File: config.mk
export PLATFORM = sky130hd
export DESIGN_NAME = alu_arbiter
export DESIGN_NICKNAME = d
export VERILOG_FILES = /design/src/rtl/alu_pkg.sv /design/src/rtl/alu_nzcv.sv /design/src/rtl/alu_arbiter.sv
export SDC_FILE = /design/constraint.sdc
export NUM_CORES = 1
export LEC_CHECK = 0
export ABC_AREA = 1
export BUFFER_PORTS_ARGS = -buffer_cell sky130_fd_sc_hd__buf_4
export CAP_MARGIN = 10
export CORE_UTILIZATION = 45
export DETAILED_ROUTE_END_ITERATION = 8
export PLACE_DENSITY = 0.68
export SLEW_MARGIN = 20
export SYNTH_ARGS = -nofsm -noshare
export SYNTH_HDL_FRONTEND = slang
export SYNTH_SLANG_ARGS = --single-unit
File: constraint.sdc
create_clock -name i_clk -period 4.4 [get_ports i_clk]
set_input_delay 0.44 -clock i_clk [delete_from_list [all_inputs] [get_ports i_clk]]
set_output_delay 0.44 -clock i_clk [all_outputs]
set_load 0.05 [all_outputs]
File: src/rtl/alu_pkg.sv
// Shared types and constants for the ALU arbiter slice: operation encodings,
// NZCV bit positions and the response-slot state.
package alu_pkg;

  typedef enum logic [1:0] {
    ALU_ADD = 2'b00,
    ALU_SUB = 2'b01,
    ALU_AND = 2'b10,
    ALU_OR  = 2'b11
  } alu_ctrl_e;

  localparam int NZCV_N = 3;
  localparam int NZCV_Z = 2;
  localparam int NZCV_C = 1;
  localparam int NZCV_V = 0;

  typedef enum logic {
    SLOT_EMPTY = 1'b0,
    SLOT_FULL  = 1'b1
  } slot_state_e;

endpackage

File: src/rtl/alu_nzcv.sv
// Combinational N-bit ALU (ADD/SUB/AND/OR) producing a result and NZCV flags.
module alu_nzcv
  import alu_pkg::*;
#(
  parameter int N = 32
) (
  input  logic [N-1:0] i_a,
  input  logic [N-1:0] i_b,
  input  alu_ctrl_e    i_ctrl,
  output logic [N-1:0] o_result,
  output logic [3:0]   o_nzcv
);

  logic [N:0] w_sum;
  logic [N:0] w_dif;
  logic       w_c;
  logic       w_v;

  // Subtraction as a + ~b + 1: the carry-out is the "no borrow" indication.
  assign w_sum = {1'b0, i_a} + {1'b0, i_b};
  assign w_dif = {1'b0, i_a} + {1'b0, ~i_b} + {{N{1'b0}}, 1'b1};

  always_comb begin
    // NOTE: every signal assigned here gets a default first, so no path leaves
    // it unassigned and no latch is inferred.
    o_result = '0;
    w_c      = 1'b0;
    w_v      = 1'b0;
    unique case (i_ctrl)
      ALU_ADD: begin
        o_result = w_sum[N-1:0];
        w_c      = w_sum[N];
        w_v      = (i_a[N-1] == i_b[N-1]) && (w_sum[N-1] != i_a[N-1]);
      end
      ALU_SUB: begin
        o_result = w_dif[N-1:0];
        w_c      = w_dif[N];
        w_v      = (i_a[N-1] != i_b[N-1]) && (w_dif[N-1] != i_a[N-1]);
      end
      ALU_AND: o_result = i_a & i_b;
      ALU_OR:  o_result = i_a | i_b;
      default: o_result = '0;
    endcase
  end

  always_comb begin
    o_nzcv         = '0;
    o_nzcv[NZCV_N] = o_result[N-1];
    o_nzcv[NZCV_Z] = (o_result == '0);
    o_nzcv[NZCV_C] = w_c;
    o_nzcv[NZCV_V] = w_v;
  end

endmodule

File: src/rtl/alu_arbiter.sv
// Round-robin arbiter sharing one alu_nzcv between two valid/ready requesters,
// with a single-entry registered response slot and an architectural NZCV register.
module alu_arbiter
  import alu_pkg::*;
#(
  parameter int N = 32
) (
  input  logic         i_clk,
  input  logic         i_rst,
  input  logic [1:0]   i_req_valid,
  output logic [1:0]   o_req_ready,
  input  logic [N-1:0] i_a0,
  input  logic [N-1:0] i_b0,
  input  logic [1:0]   i_ctrl0,
  input  logic [N-1:0] i_a1,
  input  logic [N-1:0] i_b1,
  input  logic [1:0]   i_ctrl1,
  output logic         o_rsp_valid,
  input  logic         i_rsp_ready,
  output logic         o_rsp_id,
  output logic [N-1:0] o_result,
  output logic [3:0]   o_nzcv,
  output logic [3:0]   o_flags
);

  slot_state_e  r_state;
  slot_state_e  w_state_nxt;
  logic         r_prio;
  logic         w_slot_free;
  logic         w_accept;
  logic         w_gnt_id;
  logic         w_rsp_hs;
  logic [N-1:0] w_alu_a;
  logic [N-1:0] w_alu_b;
  alu_ctrl_e    w_alu_ctrl;
  logic [N-1:0] w_alu_result;
  logic [3:0]   w_alu_nzcv;
  logic [N-1:0] r_result;
  logic [3:0]   r_nzcv;
  logic         r_rsp_id;
  logic [3:0]   r_flags;

  // Slot FSM: state register.
  always_ff @(posedge i_clk or posedge i_rst) begin
    if (i_rst) begin
      // NOTE: state registers use non-blocking assignments so every flop
      // samples pre-edge values regardless of block ordering.
      r_state <= SLOT_EMPTY;
    end else begin
      r_state <= w_state_nxt;
    end
  end

  // Slot FSM: next-state logic.
  always_comb begin
    w_state_nxt = r_state;
    unique case (r_state)
      SLOT_EMPTY: if (w_accept) w_state_nxt = SLOT_FULL;
      SLOT_FULL:  if (i_rsp_ready && !w_accept) w_state_nxt = SLOT_EMPTY;
      default:    w_state_nxt = SLOT_EMPTY;
    endcase
  end

  // Slot FSM: outputs, including the grant that only exists while the slot is free.
  always_comb begin
    o_rsp_valid = (r_state == SLOT_FULL);
    w_slot_free = (r_state == SLOT_EMPTY) || i_rsp_ready;
    o_req_ready = 2'b00;
    if (w_slot_free) begin
      unique case (i_req_valid)
        2'b01:   o_req_ready = 2'b01;
        2'b10:   o_req_ready = 2'b10;
        2'b11:   o_req_ready = r_prio ? 2'b10 : 2'b01;
        default: o_req_ready = 2'b00;
      endcase
    end
  end

  assign w_accept = |(i_req_valid & o_req_ready);
  assign w_gnt_id = o_req_ready[1];
  assign w_rsp_hs = o_rsp_valid && i_rsp_ready;

  assign w_alu_a    = w_gnt_id ? i_a1 : i_a0;
  assign w_alu_b    = w_gnt_id ? i_b1 : i_b0;
  assign w_alu_ctrl = w_gnt_id ? alu_ctrl_e'(i_ctrl1) : alu_ctrl_e'(i_ctrl0);

  alu_nzcv #(
    .N (N)
  ) u_alu (
    .i_a      (w_alu_a),
    .i_b      (w_alu_b),
    .i_ctrl   (w_alu_ctrl),
    .o_result (w_alu_result),
    .o_nzcv   (w_alu_nzcv)
  );

  // Round-robin pointer hands priority to the other requester after each grant.
  always_ff @(posedge i_clk or posedge i_rst) begin
    if (i_rst) begin
      r_prio <= 1'b0;
    end else if (w_accept) begin
      r_prio <= ~w_gnt_id;
    end
  end

  // Response slot payload only loads on acceptance, so it holds under backpressure.
  always_ff @(posedge i_clk or posedge i_rst) begin
    if (i_rst) begin
      r_result <= '0;
      r_nzcv   <= '0;
      r_rsp_id <= 1'b0;
    end else if (w_accept) begin
      r_result <= w_alu_result;
      r_nzcv   <= w_alu_nzcv;
      r_rsp_id <= w_gnt_id;
    end
  end

  always_ff @(posedge i_clk or posedge i_rst) begin
    if (i_rst) begin
      r_flags <= '0;
    end else if (w_rsp_hs) begin
      r_flags <= r_nzcv;
    end
  end

  assign o_result = r_result;
  assign o_nzcv   = r_nzcv;
  assign o_rsp_id = r_rsp_id;
  assign o_flags  = r_flags;

endmodule
Yosys cells after proc, flatten, opt, wreduce, memory -nomap -nowiden --
Index checks and enable logic that the tools add are counted.
Storage, ports and cells: register bits 43, output and inout bits 44
Cells by class: $add $sub $neg 3, equality and inequality tests 10, muxes and demuxes 12, bitwise operators 6, reduce and logical (&&, ||, !) cells 9
Operators with widths (count):
- $pmux 32 s4 | 1
- $add 32x32->33 | 2
- $mux 32 | 2
- $add 33x1->33 const B | 1
- $and 32x32->32 | 1
- $logic_not 32->1 | 1
- $not 32->32 | 1
- $or 32x32->32 | 1
- $eq 2x2->1 const B | 4
- $mux 2 | 3
- $pmux 1 s2 | 3
- $pmux 2 s3 | 1
- $eq 2x1->1 const B | 2
- $logic_and 1x1->1 | 4
- $ne 1x1->1 | 3
- $and 2x2->2 | 1
- $logic_not 2->1 | 1
- $mux 1 | 2
- $not 1->1 | 2
- $reduce_or 2->1 | 1
- $eq 1x1->1 | 1
- $logic_not 1->1 | 1
- $logic_or 1x1->1 | 1

Longest topological paths before layout --
Gate-level depths: netlist (run 1).
depth after elaboration 10, gate-level depth with buffers 29

Modules after synthesis --
Synthesis (run 1) repeated with hierarchy kept, for this count alone.
Second synthesis, totals: cells, all modules 1713, area total of the unflattened synthesis 9197.6 um^2
By module, submodules not included:
- alu_nzcv | instances 1, cells an instance 1295, area an instance 6442.4 um^2, seq. area each 0.0 um^2
- alu_arbiter | instances 1, cells an instance 418, area an instance 2755.1 um^2, seq. area each 1076.0 um^2

Least setup slack after synthesis (run 1) --
No wires, ideal clock.
path type flip-flop to flip-flop, from register r_state, in the netlist o_rsp_valid, to register r_nzcv[2], in the netlist o_nzcv[2], setup time 118 ps, arrival 3695 ps, setup slack 587 ps, cell stages (with the launch flop) 26, buffers on the path 2, period minus slack after synthesis 3813 ps, path through dfrtp_1 > nand2_2 > nand3_4 > clkbuf_1 > clkbuf_1 > nand2_1 > o21ai_0 > ha_1 > inv_1 > fa_1 > inv_1 > nand2_1 > o21ai_1 > nand2_1 > nand2_1 > nand2_1 > nand2_1 > nand2_1 > nand2_1 > nand2_1 > a21oi_1 > nor2_1 > nand2_1 > nor2_1 > nand3_1 > nand2_1
Between the ends: word-level cells in the longest chain between the ends 9, elaborated cells between the ends (all ways) 20, those cells by class add/sub (3); eq/ne (3); mux (5); bitwise (5); reduce/logical (4)
Ends and longest elaborated chain:
- start, declared | RTL line alu_arbiter.sv:26 | slot_state_e r_state;
- start signal, assigned | RTL line alu_arbiter.sv:50 | r_state <= w_state_nxt;
- $not 1->1 *
- $logic_or 1x1->1 * | RTL line alu_arbiter.sv:67 | w_slot_free = (r_state == SLOT_EMPTY) || i_rsp_ready;
- $mux 2 * | RTL line alu_arbiter.sv:69 | if (w_slot_free) begin
- $mux 32 | RTL line alu_arbiter.sv:84 | assign w_alu_b = w_gnt_id ? i_b1 : i_b0;
- $not 32->32 | RTL line alu_nzcv.sv:21 | assign w_dif = {1'b0, i_a} + {1'b0, ~i_b} + {{N{1'b0}}, 1'b1};
- $add 32x32->33 | RTL line alu_nzcv.sv:21
- $add 33x1->33 | RTL line alu_nzcv.sv:21
- $pmux 32 s4 | RTL line alu_nzcv.sv:29 | unique case (i_ctrl)
- $logic_not 32->1 | RTL line alu_nzcv.sv:49 | o_nzcv[NZCV_Z] = (o_result == '0);
- end signal, assigned | RTL line alu_arbiter.sv:114 | r_nzcv <= w_alu_nzcv;
- end, declared | RTL line alu_arbiter.sv:39 | logic [3:0] r_nzcv;
Every way passes the cells marked *; elsewhere a longest branch is shown, timed or not. A chain may end at the register's enable or synchronous reset.

Final worst setup path (run 1) --
Ends and elaborated chain as after synthesis.

==> results of run 1 <==
## flip-flops by register name, indices dropped and copies added, names as in the netlist
register	flops
o_result	32
o_flags	4
o_nzcv	3
o_rsp_id	1
o_rsp_valid	1
r_prio	1
## how the worst max path moves through the flow
stage / startpoint / to / slack, ps / cells past startpoint
4_1_cts: o_rsp_valid / o_nzcv[2] / 260 / 21
3_3_place_gp: i_rsp_ready / o_nzcv[2] / 150 / 23
3_5_place_dp: i_rsp_ready / o_nzcv[2] / 150 / 23
2_1_floorplan: o_rsp_valid / o_nzcv[2] / 590 / 25
6_report: o_rsp_valid / o_nzcv[2] / 340 / 20
5_1_grt: o_rsp_valid / o_nzcv[2] / 6 / 20
## placed cells by master (no fill, tap or decap), drive strengths merged, types with 3 or more instances in the layout
cell type and instances:
xor2 5, ha 96, nor3 5, nor2 154
o21bai 12, clkbuf 7, nand4 27, or2 3
inv 331, buf 197, o22ai 9, mux2 4
o21ai 127, nand3b 8, nand3 133, dfrtp 42
a21oi 73, nand2 557
## worst register-to-register path, cell delays in order (launching register included)
cell,delay (ps)
dfrtp_1,410
nand2_2,150
nand3_4,260
buf_4,330
o21ai_0,380
ha_1,430
inv_1,370
nand2_1,150
nor2_1,300
nand2_1,110
nor2_1,110
nand2_1,80
nand3_1,100
nand2_1,50
nand3_1,70
nand2_1,70
nor2_1,250
nand2_1,100
nor2_1,110
nand3_1,80
nand2_1,80
## layer usage
metal / wire length (µm) / track usage [%] / vias up
li1: - / - / 5379
met1: 15400 / 47.7 / 4861
met2: 14600 / 54.0 / 515
met3: 3170 / 5.74 / 85
met4: 1500 / 14.4 / 0
met5: 0 / 0 / -
## layout make-up
cell class,instances,share of cell area [%]
clock buffers,7,1.27
multi-input cells,1223,59.2
flip-flops and latches,42,10.0
clock inverters,1,0.287
repair buffers,197,14.2
well taps,260,3.11
inverters,331,11.9
## through the flow
stage          cell area, µm²  cells  util (%)  power [µW]  setup WS, ps
6_report                10500   2061      55.6        3700           341
5_1_grt                 10500   2061      55.6        3970          5.55
4_1_cts                 10500   2061      55.6        3650           265
3_5_place_dp            10300   2053      54.7        3240           150
3_3_place_gp            10300   2053      54.7        3230           147
2_1_floorplan            8710   1645         -        2350           587
## power by group through the flow
stage	clock network [µW]	logic, µW	registers [µW]
after detailed placement	0	2660	581
after floorplan	0	1370	985
after CTS	408	2670	577
after global routing	428	2960	587
after global placement	0	2650	578
final	408	2720	576
## kinds of logic (layout without fill, tap and decap cells)
family                     Yosys count  in the layout  synth area share [%]
buffers and inverters              380            536                  16.9
DFF                                 42             42                  12.1
adders and majority gates           98             98                  14.2
AOI/OAI and AO/OA                  224            224                  13.5
and+or+nand+nor                    891            891                  42.2
xor gates and xnor gates             6              6                 0.603
muxes                                4              4                 0.517
==> results_dict.tcl, run 1 <==
set metrics [dict create \
    synth_area_um2 8710 \
    crit_family "simple AND/OR/NAND/NOR gates" \
    startpoint_type "flip-flop" \
    regArea_um2 1050 \
    multi_input_area_um2 6200 \
    rsz0062_at_grt "no" \
    dp_hpwl_um 29700 \
    grt_pass1_vias 9772 \
    finalCriticalPeriod_ps 4060 \
    tightestPinTransition_ps 842 \
    cts_buffer_depth 2 \
    slew_headroom_pct 43.3 \
    grt_overflow_total 0 \
    rows 50 \
    period_share_pct 92.2 \
    r2r-end "o_nzcv[2]" \
    drt-initial-drc-count 999 \
    p_comb_share_pct 73.4 \
    cts_tree "done" \
    ant_nets 0 \
    cp-end-kind "flip-flop" \
    num_io_pins 181 \
    synth_flop_cell "dfrtp_1" \
    antenna_found_initial 0 \
    cts-root-buf "clkbuf_16" \
    post-route-drc-count 0 \
    power.leakage_uw 0.00626 \
    ys_warn_count 0 \
    drive_above_1_share_pct 12.5 \
    synth_most_common_cell "nand2_1" \
    htreeDepth 2 \
    globalplace.congestion 1.04 \
    port_buffers 180 \
    critPathBufInv 2 \
    cts_buffers 5 \
    rrSetupSlack_ps 340 \
    ir_worst_vdd_mv 0.179 \
    critical-path-max-stage-delay_ps 430 \
    p_int_uw 1570 \
    ys_seq_area_share_pct 12.1 \
    power.switching_uw 2130 \
    worstRegToRegCells 20 \
    avgSynthCellArea_um2 5.30 \
    critPathSlowestCell "ha_1" \
    crit_arrival_ps 4270 \
    via_per_inst 5.26 \
    critical_path_class "flip-flop to flip-flop" \
    critPathRequiredTime_ps 4620 \
    route.final.wire_length_um 34600 \
    start_util_pct 46.3 \
    coreArea_um2 18800 \
    dr.pass1.iters 6 \
    max-cap-violations 0 \
    status "complete, no violations" \
    cts_resized 0 \
    p_seq_share_pct 15.6 \
    mappedNetlistNets 1880 \
    die_h_um 141 \
    num_vias 10800 \
    power.share.clock_pct 11.0 \
    postCtsSetupBuffers 0 \
    p_sw_share_pct 57.5 \
    synth_edf_count 0 \
    wl_per_cell_um 16.8 \
    fillers 2022 \
    cts_hold_buf 0 \
    synthTopCellsByCount "nand2_1 (551), inv_1 (327), nor2_1 (152)" \
    r2r_start "o_rsp_valid" \
    area_growth_syn_to_layout_pct 20.1 \
    hold_viol 0 \
    ys_top_cells_by_area "nand2_1 (24%), inv_1 (14%), ha_1 (14%), dfrtp_1 (12%), nand3_1 (7.6%)" \
    tns_ps 0 \
    ys_ff_latch 42 \
    ys_types 36 \
    fin_nets 2035 \
    power_density_nw_per_um2 353 \
    worst_clock_skew_ps 2.47 \
    grt.total_usage_pct 34.9 \
    insertion_delay_ps 280 \
    die_w_um 141 \
    grt_start_max_net_pins 79 \
    finalMaxSlewViolations 0 \
    cp_common_cell "nand2_1" \
    timing.hold.ws_ps 286 \
    die-area_um2 19900 \
    async_flop_share_pct 100 \
    grt_pass1_wl_um 52900 \
    netlist_instances 1645 \
    n_antenna_cell 0 \
    clkTransAtPathRegs_ps 60 \
    path_max_fanout 33 \
    synth.largest_area_cell "nand2_1" \
    hold_path_class "primary input to async pin" \
    setup_violations 0 \
    worstPathCellList "nand2_2 -> nand3_4 -> buf_4 -> o21ai_0 -> ha_1 -> inv_1 -> nand2_1 -> nor2_1 -> nand2_1 -> nor2_1 -> nand2_1 -> nand3_1 -> nand2_1 -> nand3_1 -> nand2_1 -> nor2_1 -> nand2_1 -> nor2_1 -> nand3_1 -> nand2_1" \
    synth_top_area_share_pct 23.7 \
    numClockSinks 42 \
    timing.fmax_mhz 246 \
]
No activity file was read; power rests on OpenSTA's default activity.
==> run 2: changes to the inputs <==
CORE_UTILIZATION = 30   (was 45)
PLACE_DENSITY = not set   (was 0.68)
==> results_dict.tcl, run 2 (synthesis gave the netlist of run 1 again) <==
set metrics [dict create \
    grt_start_max_net_pins 79 \
    grt_pass1_vias 9726 \
    cts_buffers 5 \
    die-area_um2 29700 \
    start_util_pct 30.4 \
    cts-root-buf "clkbuf_16" \
    status "complete, no violations" \
    setup_slack_ps 392 \
    finalInstanceArea_um2 10600 \
    via_per_inst 4.78 \
    path_max_fanout 78 \
    worst_clock_skew_ps 4.98 \
    grt_overflow_total 0 \
    dpl_worst_slack_ps 6.51 \
    p_seq_share_pct 15.7 \
    cts_resized 0 \
    route.final.wire_length_um 36200 \
    ant_nets 0 \
    power.share.clock_pct 11.1 \
    cp-end-kind "flip-flop" \
    timing.fmax_mhz 250 \
    cts_hold_buf 0 \
    dp.cells 2177 \
    num_io_pins 181 \
    clkTransAtPathRegs_ps 60 \
    power.switching_uw 2120 \
    antenna_found_initial 2 \
    finalNonFillerCells 2185 \
    ir_worst_vdd_mv 0.169 \
    tightestPinTransition_ps 975 \
    post-route-drc-count 0 \
    p_comb_share_pct 73.2 \
    regArea_um2 1050 \
    drt-initial-drc-count 880 \
    die_w_um 172 \
    slew_headroom_pct 34.3 \
    dr.pass1.iters 6 \
    dp_hpwl_um 31400 \
    drive_above_1_share_pct 12.5 \
    period_share_pct 91.1 \
    numClockSinks 42 \
    n_antenna_cell 0 \
    setup_violations 0 \
    finalMaxSlewViolations 0 \
    multi_input_area_um2 6190 \
    fillers 3338 \
    hold_viol 0 \
    power.leakage_uw 0.00627 \
    startpoint_type "flip-flop" \
    critPathRequiredTime_ps 4620 \
    post_dp_cell_area_um2 10500 \
    p_int_uw 1570 \
    cts_tree "done" \
    postCtsSetupBuffers 0 \
    grt_pass1_wl_um 54500 \
    finalCriticalPeriod_ps 4010 \
    p_sw_share_pct 57.5 \
    coreArea_um2 28600 \
    power_uw 3690 \
    area_growth_syn_to_layout_pct 21.9 \
    cts_buffer_depth 2 \
    max-cap-violations 0 \
    power_density_nw_per_um2 347 \
    fin_nets 2035 \
    rsz0062_at_grt "no" \
    die_h_um 172 \
    hold_path_class "primary input to async pin" \
    mostFrequentLayoutCell "nand2_1" \
    globalplace.congestion 0.978 \
    grt.total_usage_pct 24.4 \
    critical_path_class "flip-flop to flip-flop" \
    layout_common_cells "nand2_1 (551), inv_1 (327), buf_4 (195)" \
    port_buffers 180 \
    crit_arrival_ps 4230 \
    largest_reg_flops 32 \
    insertion_delay_ps 280 \
    num_vias 10500 \
    htreeDepth 2 \
    rows 62 \
    wl_per_cell_um 16.6 \
]
## run 2: changes by cell type in the layout (fill, tap and decap cells not counted)
| cell | change |
|---|---|
| buf_4 | -1 |
| buf_6 | +1 |
| clkbuf_1 | -2 |
| clkinv_2 | +2 |
| ha_1 | +2 |
| ha_2 | -2 |
| o21ai_0 | +1 |
| o21ai_1 | -1 |
## run 2: cell type report
type | instances | share of cell area (%)
clock inverters | 3 | 0.377
well taps | 384 | 4.52
flip-flops and latches | 42 | 9.89
multi-input cells | 1223 | 58.3
clock buffers | 5 | 1.18
inverters | 331 | 11.7
repair buffers | 197 | 14.1
## run 2: worst paths after layout
path	end	start	cells after the start	slack, ps
max in group asynchronous	o_rsp_id	i_rst	3	3740
min reg2reg	o_result[23]	o_result[23]	2	480
max reg2reg	o_nzcv[2]	o_rsp_valid	18	390
min	o_result[22]	i_rst	3	290
min in group i_clk	o_rsp_valid	i_req_valid[0]	3	390
max	o_nzcv[2]	o_rsp_valid	18	390
## run 2: through the flow
stage          utilization [%]  hold WS (ps)  TNS (ps)
2_1_floorplan                -           535         0
3_3_place_gp              36.5           468     -1.71
3_5_place_dp              36.5           469         0
4_1_cts                   37.1           312         0
5_1_grt                   37.1           342         0
6_report                  37.1           286         0
## run 2: power by group through the flow
| stage | logic (µW) | clock network, µW | registers (µW) |
|---|---|---|---|
| 2_1_floorplan | 1370 | 0 | 985 |
| 3_3_place_gp | 2680 | 0 | 584 |
| 3_5_place_dp | 2670 | 0 | 586 |
| 4_1_cts | 2680 | 417 | 580 |
| 5_1_grt | 2980 | 428 | 594 |
| 6_report | 2700 | 409 | 580 |
## run 2: worst max-delay path, cell delays in order, from the launching register on
cell and delay [ps]:
dfrtp_1 400, nand2_2 160, nand3_4 130, buf_12 200
o21ai_1 490, ha_1 420, a21oi_1 500, nand2_1 130
nand2_1 110, nand3_1 180, nand2_1 120, a21oi_1 60
nor2_1 420, nand2_1 100, nor2_1 100, nand3_1 80
nor2_1 140, nand3_1 80, nand2_1 60
## run 2: routing by layer
metal | vias up | routed length (µm) | track usage [%]
met5 | - | 0 | 0
met1 | 4684 | 17500 | 34.8
met3 | 48 | 2270 | 2.29
met2 | 346 | 15300 | 38.4
li1 | 5377 | - | -
met4 | 0 | 1080 | 7.39
